[src/rtl/sccb_pkg.sv]
// rtl/sccb_pkg.sv - shared state encoding and constants for the SCCB config master
package sccb_pkg;

    typedef enum logic [2:0] {
        S_IDLE,
        S_FETCH,
        S_START,
        S_BITS,
        S_STOP,
        S_WAIT,
        S_NEXT,
        S_FINISH
    } state_t;

    localparam int          SCCB_BITS  = 27;
    localparam logic [15:0] END_MARKER = 16'hFFFF;

    localparam int DEF_T_LOW      = 165;
    localparam int DEF_T_HIGH     = 165;
    localparam int DEF_T_DAT      = 75;
    localparam int DEF_T_SU_STA   = 80;
    localparam int DEF_T_HD_STA   = 80;
    localparam int DEF_T_SU_STO   = 80;
    localparam int DEF_T_BUF      = 150;
    localparam int DEF_DELAY_UNIT = 100000;

    function automatic int max3(input int a, input int b, input int c);
        int m;
        m = (a > b) ? a : b;
        return (m > c) ? m : c;
    endfunction

endpackage

[src/rtl/sccb_cfg_master.sv]
// rtl/sccb_cfg_master.sv - table-driven SCCB 3-phase write master
module sccb_cfg_master
    import sccb_pkg::*;
#(
    parameter logic [7:0] DEV_ID     = 8'h42,
    parameter int         NUM_REGS   = 64,
    parameter int         IDX_W      = 6,
    parameter int         T_LOW      = DEF_T_LOW,
    parameter int         T_HIGH     = DEF_T_HIGH,
    parameter int         T_DAT      = DEF_T_DAT,
    parameter int         T_SU_STA   = DEF_T_SU_STA,
    parameter int         T_HD_STA   = DEF_T_HD_STA,
    parameter int         T_SU_STO   = DEF_T_SU_STO,
    parameter int         T_BUF      = DEF_T_BUF,
    parameter logic [7:0] DELAY_ADDR = 8'hF0,
    parameter int         DELAY_UNIT = DEF_DELAY_UNIT
) (
    input  logic             i_clock,
    input  logic             i_reset,
    input  logic             i_start,
    output logic [IDX_W-1:0] o_tbl_idx,
    input  logic [15:0]      i_tbl_entry,
    output logic             o_busy,
    output logic             o_done,
    output logic             o_sccb_clk,
    output logic             o_sccb_dat
);

    localparam int CNT_W = $clog2(max3(T_LOW + T_HIGH, T_SU_STA + T_HD_STA,
                                       T_LOW + T_SU_STO + T_BUF));
    localparam int DLY_W = 8 + $clog2(DELAY_UNIT);

    localparam logic [CNT_W-1:0] C_LOW      = CNT_W'(T_LOW);
    localparam logic [CNT_W-1:0] C_DAT      = CNT_W'(T_DAT);
    localparam logic [CNT_W-1:0] C_BIT_END  = CNT_W'(T_LOW + T_HIGH - 1);
    localparam logic [CNT_W-1:0] C_STA_FALL = CNT_W'(T_SU_STA);
    localparam logic [CNT_W-1:0] C_STA_END  = CNT_W'(T_SU_STA + T_HD_STA - 1);
    localparam logic [CNT_W-1:0] C_STO_RISE = CNT_W'(T_LOW + T_SU_STO);
    localparam logic [CNT_W-1:0] C_STO_END  = CNT_W'(T_LOW + T_SU_STO + T_BUF - 1);
    localparam logic [IDX_W-1:0] IDX_LAST   = IDX_W'(NUM_REGS - 1);
    localparam logic [4:0]       LAST_BIT   = 5'(SCCB_BITS - 1);

    state_t               r_state;
    state_t               w_next;
    logic [CNT_W-1:0]     r_cnt;
    logic [4:0]           r_bit_cnt;
    logic [DLY_W-1:0]     r_dly;
    logic [15:0]          r_entry;
    logic                 r_start_q;
    logic                 r_scl;
    logic                 r_sda;
    logic [IDX_W-1:0]     r_idx;
    logic                 w_edge;
    logic                 w_decode;
    logic                 w_slot_end;
    logic                 w_scl;
    logic                 w_sda;
    logic [SCCB_BITS-1:0] w_frame;

    assign w_edge     = i_start & ~r_start_q;
    assign w_decode   = (r_state == S_FETCH) && (r_cnt != '0);
    assign w_slot_end = (r_state == S_BITS) && (r_cnt == C_BIT_END);
    // ACK slots are released high; the slave's answer is never sampled.
    assign w_frame    = {DEV_ID, 1'b1, r_entry[15:8], 1'b1, r_entry[7:0], 1'b1};

    assign o_tbl_idx  = r_idx;
    assign o_sccb_clk = r_scl;
    assign o_sccb_dat = r_sda;

    always_ff @(posedge i_clock or posedge i_reset) begin
        if (i_reset) r_state <= S_IDLE;
        else         r_state <= w_next;
    end

    always_comb begin
        w_next = r_state;
        case (r_state)
            S_IDLE:   if (w_edge) w_next = S_FETCH;
            S_FETCH: begin
                if (w_decode) begin
                    if (i_tbl_entry == END_MARKER)
                        w_next = S_FINISH;
                    else if (i_tbl_entry[15:8] == DELAY_ADDR)
                        w_next = (i_tbl_entry[7:0] == 8'd0) ? S_NEXT : S_WAIT;
                    else
                        w_next = S_START;
                end
            end
            S_START:  if (r_cnt == C_STA_END) w_next = S_BITS;
            S_BITS:   if (w_slot_end && r_bit_cnt == LAST_BIT) w_next = S_STOP;
            S_STOP:   if (r_cnt == C_STO_END) w_next = S_NEXT;
            S_WAIT:   if (r_dly == DLY_W'(1)) w_next = S_NEXT;
            S_NEXT:   w_next = (r_idx == IDX_LAST) ? S_FINISH : S_FETCH;
            S_FINISH: w_next = S_IDLE;
            default:  w_next = S_IDLE;
        endcase
    end

    always_comb begin
        w_scl  = 1'b1;
        w_sda  = 1'b1;
        o_done = (r_state == S_FINISH);
        o_busy = (r_state != S_IDLE) && (r_state != S_FINISH);
        case (r_state)
            S_START: w_sda = (r_cnt < C_STA_FALL);
            S_BITS: begin
                w_scl = (r_cnt >= C_LOW);
                w_sda = (r_cnt == C_DAT) ? w_frame[LAST_BIT - r_bit_cnt] : r_sda;
            end
            S_STOP: begin
                w_scl = (r_cnt >= C_LOW);
                if (r_cnt == C_DAT)          w_sda = 1'b0;
                else if (r_cnt >= C_STO_RISE) w_sda = 1'b1;
                else                          w_sda = r_sda;
            end
            default: ;
        endcase
    end

    always_ff @(posedge i_clock or posedge i_reset) begin
        if (i_reset) begin
            r_cnt     <= '0;
            r_bit_cnt <= '0;
            r_dly     <= '0;
            r_entry   <= '0;
            r_start_q <= 1'b0;
            r_scl     <= 1'b1;
            r_sda     <= 1'b1;
            r_idx     <= '0;
        end else begin
            r_start_q <= i_start;
            r_scl     <= w_scl;
            r_sda     <= w_sda;

            if (w_next != r_state || w_slot_end)
                r_cnt <= '0;
            else if (r_state inside {S_FETCH, S_START, S_BITS, S_STOP})
                r_cnt <= r_cnt + 1'b1;

            if (r_state == S_START)
                r_bit_cnt <= '0;
            else if (w_slot_end)
                r_bit_cnt <= r_bit_cnt + 1'b1;

            if (w_decode) begin
                r_entry <= i_tbl_entry;
                r_dly   <= DLY_W'(i_tbl_entry[7:0]) * DLY_W'(DELAY_UNIT);
            end else if (r_state == S_WAIT) begin
                r_dly <= r_dly - 1'b1;
            end

            if (r_state == S_IDLE && w_edge)
                r_idx <= '0;
            else if (r_state == S_NEXT && r_idx != IDX_LAST)
                r_idx <= r_idx + 1'b1;
            else if (r_state == S_FINISH)
                r_idx <= '0;
        end
    end

endmodule

[config.mk]
export PLATFORM = sky130hd
export DESIGN_NAME = sccb_cfg_master
export DESIGN_NICKNAME = d
export VERILOG_FILES = /design/src/rtl/sccb_pkg.sv /design/src/rtl/sccb_cfg_master.sv
export SDC_FILE = /design/constraint.sdc
export NUM_CORES = 1
export LEC_CHECK = 0
export ABC_AREA = 1
export CAP_MARGIN = 0
export CORE_AREA = 2 2 149 151
export CTS_CLUSTER_SIZE = 24
export DETAILED_ROUTE_END_ITERATION = 7
export DIE_AREA = 0 0 151 153
export HOLD_SLACK_MARGIN = 0.12
export SLEW_MARGIN = 5
export SYNTH_ARGS = -nofsm -noshare
export SYNTH_HDL_FRONTEND = slang
export SYNTH_SLANG_ARGS = --single-unit
export TNS_END_PERCENT = 10
[constraint.sdc]
create_clock -name i_clock -period 2.6 [get_ports i_clock]
set_input_delay 0.52 -clock i_clock [delete_from_list [all_inputs] [get_ports i_clock]]
set_output_delay 0.52 -clock i_clock [all_outputs]
set_load 0.02 [all_outputs]
Yosys cells after proc, flatten, opt, wreduce, memory -nomap -nowiden --
Cells that the tools add are included.
Word-level totals: flip-flop bits (word level) 67
Operators by class: multiplexer cells 27, reductions and logical operators 18, order comparisons 4, bitwise logic cells 2, add/sub/neg operators 5, equal/unequal tests 21, multiply operators 1
Operators with widths (count):
- two-way mux 25 bit | 2
- two-way mux 3 bit | 9
- equality test 25 x 1 -> 1 bit (second input constant) | 1
- subtractor 25 x 1 -> 25 bit (second input constant) | 1
- one-hot mux 3 bit (8 select lines) | 1
- multiplier 8 x 12 -> 20 bit (second input constant) | 1
- equality test 9 bit (second input constant) | 2
- greater-or-equal comparator 9 x 8 -> 1 bit (second input constant) | 2
- two-way mux 6 bit | 3
- two-way mux 9 bit | 2
- equality test 16 bit (second input constant) | 1
- equality test 3 bit (second input constant) | 4
- two-way mux 5 bit | 2
- adder 9 x 1 -> 9 bit (second input constant) | 1
- equality test 9 x 7 -> 1 bit (second input constant) | 1
- equality test 9 x 8 -> 1 bit (second input constant) | 1
- < comparator 9 x 7 -> 1 bit (second input constant) | 1
- nonzero test 9 bit | 1
- equality test 8 bit (second input constant) | 1
- zero test 8 bit | 1
- adder 6 x 1 -> 6 bit (second input constant) | 1
- equality test 3 x 2 -> 1 bit (second input constant) | 2
- equality test 6 bit (second input constant) | 1
- logical AND 1 bit | 6
- 22 further kinds | 30

Depth between registers and ports, before layout --
depth in word-level cells 9, mapped depth 18

Least setup slack after synthesis --
Ideal clock, no wire load.
path type in2reg, from input port i_tbl_entry[2], to register r_dly[17], data arrival time 3.332 ns, slack -0.861 ns, path buffers 0, stages on the path 18, cells stage by stage ha_1 ha_1 inv_1 fa_1 inv_1 fa_1 ha_1 nand2_1 o21ai_0 nand2_1 nand2_1 nand2_1 nand2_1 a21oi_1 o21ai_0 nand2_1 nand2_1 nand2_1
Between the ends: longest elaborated chain between the ends 2
Ends and longest elaborated chain:
- from (decl) | RTL line sccb_cfg_master.sv:22 | input logic [15:0] i_tbl_entry,
- multiplier 8 x 12 -> 20 bit | RTL line sccb_cfg_master.sv:147 | r_dly <= DLY_W'(i_tbl_entry[7:0]) * DLY_W'(DELAY_UNIT);
- two-way mux 25 bit | RTL line sccb_cfg_master.sv:145 | if (w_decode) begin
- to (signal assigned) | RTL line sccb_cfg_master.sv:147
- to (signal assigned) | RTL line sccb_cfg_master.sv:149 | r_dly <= r_dly - 1'b1;
- to (decl) | RTL line sccb_cfg_master.sv:47 | logic [DLY_W-1:0] r_dly;
No other way between the ends. A chain may end at the register's enable or synchronous reset.

Worst setup path in the final report --
from input port i_tbl_entry[3], to register r_dly[22]
Same word-level chain as after synthesis.

==> results.cfg <==
[cts]
deepest_clock_path_buffer_count = 2
clk_latency_ns = 0.34
cts_made_buffers = 9
clock_tree.htree_level_count = 3
clk_pin_slew_worst_paths_ns = 0.06
clockRootBuffer = sky130_fd_sc_hd__clkbuf_16
clock_net_sink_count = 67
tritoncts = built

[logic_synthesis]
synth-main-ff-cell = sky130_fd_sc_hd__dfrtp_1
syn-instance-count = 807
most_numerous_cell_in_the_yosys_netlist = sky130_fd_sc_hd__nand2_1
synth.cell_area_sq_um = 5950
register_bit_count_reported_by_yosys = 67
synth_top_area_cell = sky130_fd_sc_hd__dfrtp_1
yosysUniqueCellTypes = 46
synth.cells.most_frequent = sky130_fd_sc_hd__nand2_1, sky130_fd_sc_hd__inv_1, sky130_fd_sc_hd__nor2_1, sky130_fd_sc_hd__ha_1, sky130_fd_sc_hd__dfrtp_1
asyncSetResetFlopFracSynth_pct = 100
yosys_warnings = 0
synth-edff-count = 0
yosysSeqAreaShare_pct = 28.2
yosys.area.top_type_share_pct = 27.3
syn-num-nets = 905
postSynthAreaPerCell_sq_um = 7.37
ys_top_cells_by_area = sky130_fd_sc_hd__dfrtp_1, sky130_fd_sc_hd__ha_1, sky130_fd_sc_hd__nand2_1

[power_and_ir_drop]
power_density_nw_per_um2 = 799
combPwrFrac_pct = 54.9
power_leakage_nw = 3.62
power.net_switching_mw = 2.72
clkPwrFrac_pct = 18.1
seqPwrFrac_pct = 27.0
internal-power_mw = 3.55
power.share.switching_pct = 43.4
power.ir.vdd_worst_mv = 0.441

[critical_path]
timing.critical_path.mode_cell = sky130_fd_sc_hd__ha_4
critical_path.reg2reg.startpoint = r_cnt[0]
required_ns = 2.87
worst_setup_path_end_kind = flip-flop
crit_slowest_cell = sky130_fd_sc_hd__fa_2
critical_path.startpoint_type = input port
critical_path_class = in2reg
critPathTopFamily = adder cells
worstPathMaxFanout = 4
reg2reg_slack_ns = 0.30
reg2reg_depth = 12
worst_ep_arrival_time_ns = 3.33
worst_setup_path_startpoint = i_tbl_entry[3]
worstPathCellList = buf_4, ha_4, inv_1, fa_1, inv_2, fa_2, ha_4, ha_4, a21oi_4, buf_6, buf_6, nand2_2, nand2_2, nand2_1, nand2_1, nand3_2, a21oi_2
r2r-end = r_cnt[3]
critical_path.n_buffers_inverters = 5
delay_contributed_by_the_slowest_stage_of_the_critical_path_ns = 0.55

[placement]
hpwlAfterDp_mm = 12.4
buffer_ports.inserted = 28
placedInstanceArea_sq_um = 7230
gp_congestion = 0.878
dp_worst_setup_slack_ns = -1.46

[global_routing]
gr-usage-all-layers_pct = 14.4
number_of_global_route_vias_before_repair = 5572
grt_max_degree = 68
antenna_violations_before_repair = 0
gr-total-overflow = 0
grt_pass1_wl_mm = 27.0

[routing]
drt_first_iter_violations = 259
drcViolationCount = 0
wire_per_inst_microns = 13.4
drt-pass1-iter-count = 5
vias_per_cell = 4.72
drtAntennaViolNets = 0
final_routed_wirelength_across_all_metal_layers_mm = 15.9
vias = 5632

[worst_hold_path]
timing.hold.worst_path_depth = 2
hp-start = r_entry[14]
class_of_the_worst_hold_path = reg2reg
whs_endpoint = r_entry[14]

[cells_and_area]
fill_cells = 2238
sequential_cell_area_sq_um = 1680
design.final.nets = 1005
layout.cell_area.non_filler_sq_um = 7850
drive_above_1_share_pct = 24.6
diodes = 0
synth_to_layout_area_growth_pct = 31.9
footprint_of_the_multi_input_gates_sq_um = 4260

[sta]
min_period_over_period_pct = 117
worst_pin_slew_ns = 0.402
timing_hold_violations_final = 0
timing.clock.skew_ns = 0.00575
finalSetupViolCount = 14
worst_slew_margin_rel_pct = 72.9
final_period_minus_worst_setup_slack_ns = 3.05
grt_setup_unrepaired = true
setup_total_negative_slack_ns = -5.21
max_freq_mhz = 327
fin_ws_ns = -0.455
slew_viol_final = 0

[die]
die_h_microns = 153
fp-row-count = 54
core_area_sq_um = 21500
die_w_microns = 151
pin_count = 29
start_util_pct = 27.7
design.die.area_sq_um = 23100

[outcome]
violated_checks = negative setup slack
status = complete, but fails checks

[job]
max_cap_viol_count = 0
[flip-flops by register name, indices dropped and copies added, names as in the netlist]
signal,cells
r_cnt,9
o_tbl_idx,6
r_state,3
r_dly,25
o_sccb_dat,1
r_entry,16
o_sccb_clk,1
r_bit_cnt,5
r_start_q,1
[worst max path at each step]
stage                end  cells past startpoint
2_1_floorplan  r_dly[17]                     18
3_3_place_gp   r_dly[22]                     16
3_5_place_dp   r_dly[22]                     16
4_1_cts        r_dly[17]                     19
5_1_grt        r_dly[18]                     16
6_report       r_dly[22]                     17
[layout make-up]
type,instances,area share (%)
Clock buffer,14,3.36
Clock inverter,2,0.128
Inverter,113,5.53
Multi-Input combinational cell,614,54.3
Sequential cell,67,21.4
Tap cell,280,4.46
Timing Repair Buffer,102,10.9
[stage by stage]
stage               cells  power [mW]  utilization, %  hold WS (ns)
floorplan             807        3.75               -         0.433
detailed placement   1173        4.80            33.6         0.456
finish               1192        6.27            36.5         0.472
global placement     1173        4.76            33.6         0.454
global route         1192        6.80            36.5         0.484
CTS                  1190        6.17            36.0         0.473
[layer usage]
| metal | vias to the layer above | GRT usage, % | wire length (microns) |
|---|---|---|---|
| met1 | 2638 | 19.1 | 7480 |
| met2 | 99 | 24.1 | 7600 |
| met5 | - | 0 | 0 |
| li1 | 2874 | - | - |
| met3 | 21 | 3.04 | 585 |
| met4 | 0 | 3.07 | 252 |
[worst register-to-register path: stages (launching register included)]
cell and delay (ns):
sky130_fd_sc_hd__dfrtp_1 0.42, sky130_fd_sc_hd__inv_1 0.13, sky130_fd_sc_hd__ha_1 0.16, sky130_fd_sc_hd__inv_1 0.04
sky130_fd_sc_hd__nor2_1 0.11, sky130_fd_sc_hd__nand4_2 0.15, sky130_fd_sc_hd__nand2_4 0.27, sky130_fd_sc_hd__inv_4 0.17
sky130_fd_sc_hd__nand2_1 0.12, sky130_fd_sc_hd__nand3_1 0.11, sky130_fd_sc_hd__a21oi_2 0.19, sky130_fd_sc_hd__nand2_4 0.14
sky130_fd_sc_hd__nor3_2 0.20
[layout by cell type (no fill, tap or decap), types with 3 or more instances in the layout]
| cell | netlist | final |
|---|---|---|
| sky130_fd_sc_hd__o211ai_1 | 5 | 5 |
| sky130_fd_sc_hd__nor3_1 | 10 | 10 |
| sky130_fd_sc_hd__nand3_2 | 3 | 8 |
| sky130_fd_sc_hd__nand4_1 | 15 | 15 |
| sky130_fd_sc_hd__nand2_2 | 3 | 12 |
| sky130_fd_sc_hd__nand2_1 | 165 | 153 |
| sky130_fd_sc_hd__nand3b_1 | 6 | 6 |
| sky130_fd_sc_hd__buf_6 | 1 | 5 |
| sky130_fd_sc_hd__o31ai_1 | 3 | 3 |
| sky130_fd_sc_hd__xor2_1 | 15 | 14 |
| sky130_fd_sc_hd__nor2_1 | 95 | 91 |
| sky130_fd_sc_hd__fa_2 | 0 | 3 |
| sky130_fd_sc_hd__clkbuf_1 | 6 | 3 |
| sky130_fd_sc_hd__nor3_2 | 9 | 9 |
| sky130_fd_sc_hd__nand3_1 | 54 | 49 |
| sky130_fd_sc_hd__ha_4 | 0 | 21 |
| sky130_fd_sc_hd__nor2_2 | 12 | 15 |
| sky130_fd_sc_hd__o21ai_0 | 49 | 39 |
| sky130_fd_sc_hd__a21oi_2 | 1 | 11 |
| sky130_fd_sc_hd__fa_1 | 12 | 9 |
| sky130_fd_sc_hd__a21oi_1 | 47 | 33 |
| sky130_fd_sc_hd__o21ai_2 | 0 | 3 |
| sky130_fd_sc_hd__inv_1 | 104 | 93 |
| sky130_fd_sc_hd__a22oi_1 | 3 | 3 |
| sky130_fd_sc_hd__clkbuf_16 | 0 | 9 |
| sky130_fd_sc_hd__a31oi_1 | 4 | 4 |
| sky130_fd_sc_hd__buf_4 | 0 | 72 |
| sky130_fd_sc_hd__o22ai_1 | 5 | 5 |
| sky130_fd_sc_hd__clkdlybuf4s50_1 | 0 | 20 |
| sky130_fd_sc_hd__xnor2_1 | 4 | 3 |
| sky130_fd_sc_hd__nand2_4 | 4 | 7 |
| sky130_fd_sc_hd__dfrtp_1 | 65 | 65 |
| sky130_fd_sc_hd__o21ai_1 | 1 | 8 |
| sky130_fd_sc_hd__a21oi_4 | 0 | 4 |
| sky130_fd_sc_hd__or2_2 | 3 | 3 |
| sky130_fd_sc_hd__inv_2 | 7 | 17 |
| sky130_fd_sc_hd__ha_1 | 67 | 46 |
[power by group through the flow]
| stage | combinational (mW) | sequential [mW] | clock (mW) |
|---|---|---|---|
| 2_1_floorplan | 2.12 | 1.63 | 0 |
| 3_3_place_gp | 3.07 | 1.70 | 0 |
| 3_5_place_dp | 3.09 | 1.71 | 0 |
| 4_1_cts | 3.31 | 1.69 | 1.17 |
| 5_1_grt | 3.85 | 1.74 | 1.21 |
| 6_report | 3.44 | 1.69 | 1.13 |
[cells by family after synthesis]
family          Yosys count  synth area share, %
buf+inv                 126                 8.29
flops                    67                 28.2
compound gates          129                 12.2
xor+xnor                 19                 2.80
simple gates            387                 30.4
fa+ha+maj                79                 18.1
[repair_timing]
action | 4_1_cts | 5_1_grt
setup buffers | 1 | 2
hold buffers | 0 | 0
resized for setup | 82 | 34
endpoints found under the setup margin | 16 | 15
pin swaps | 34 | 23
No activity file was read; power rests on OpenSTA's default activity.
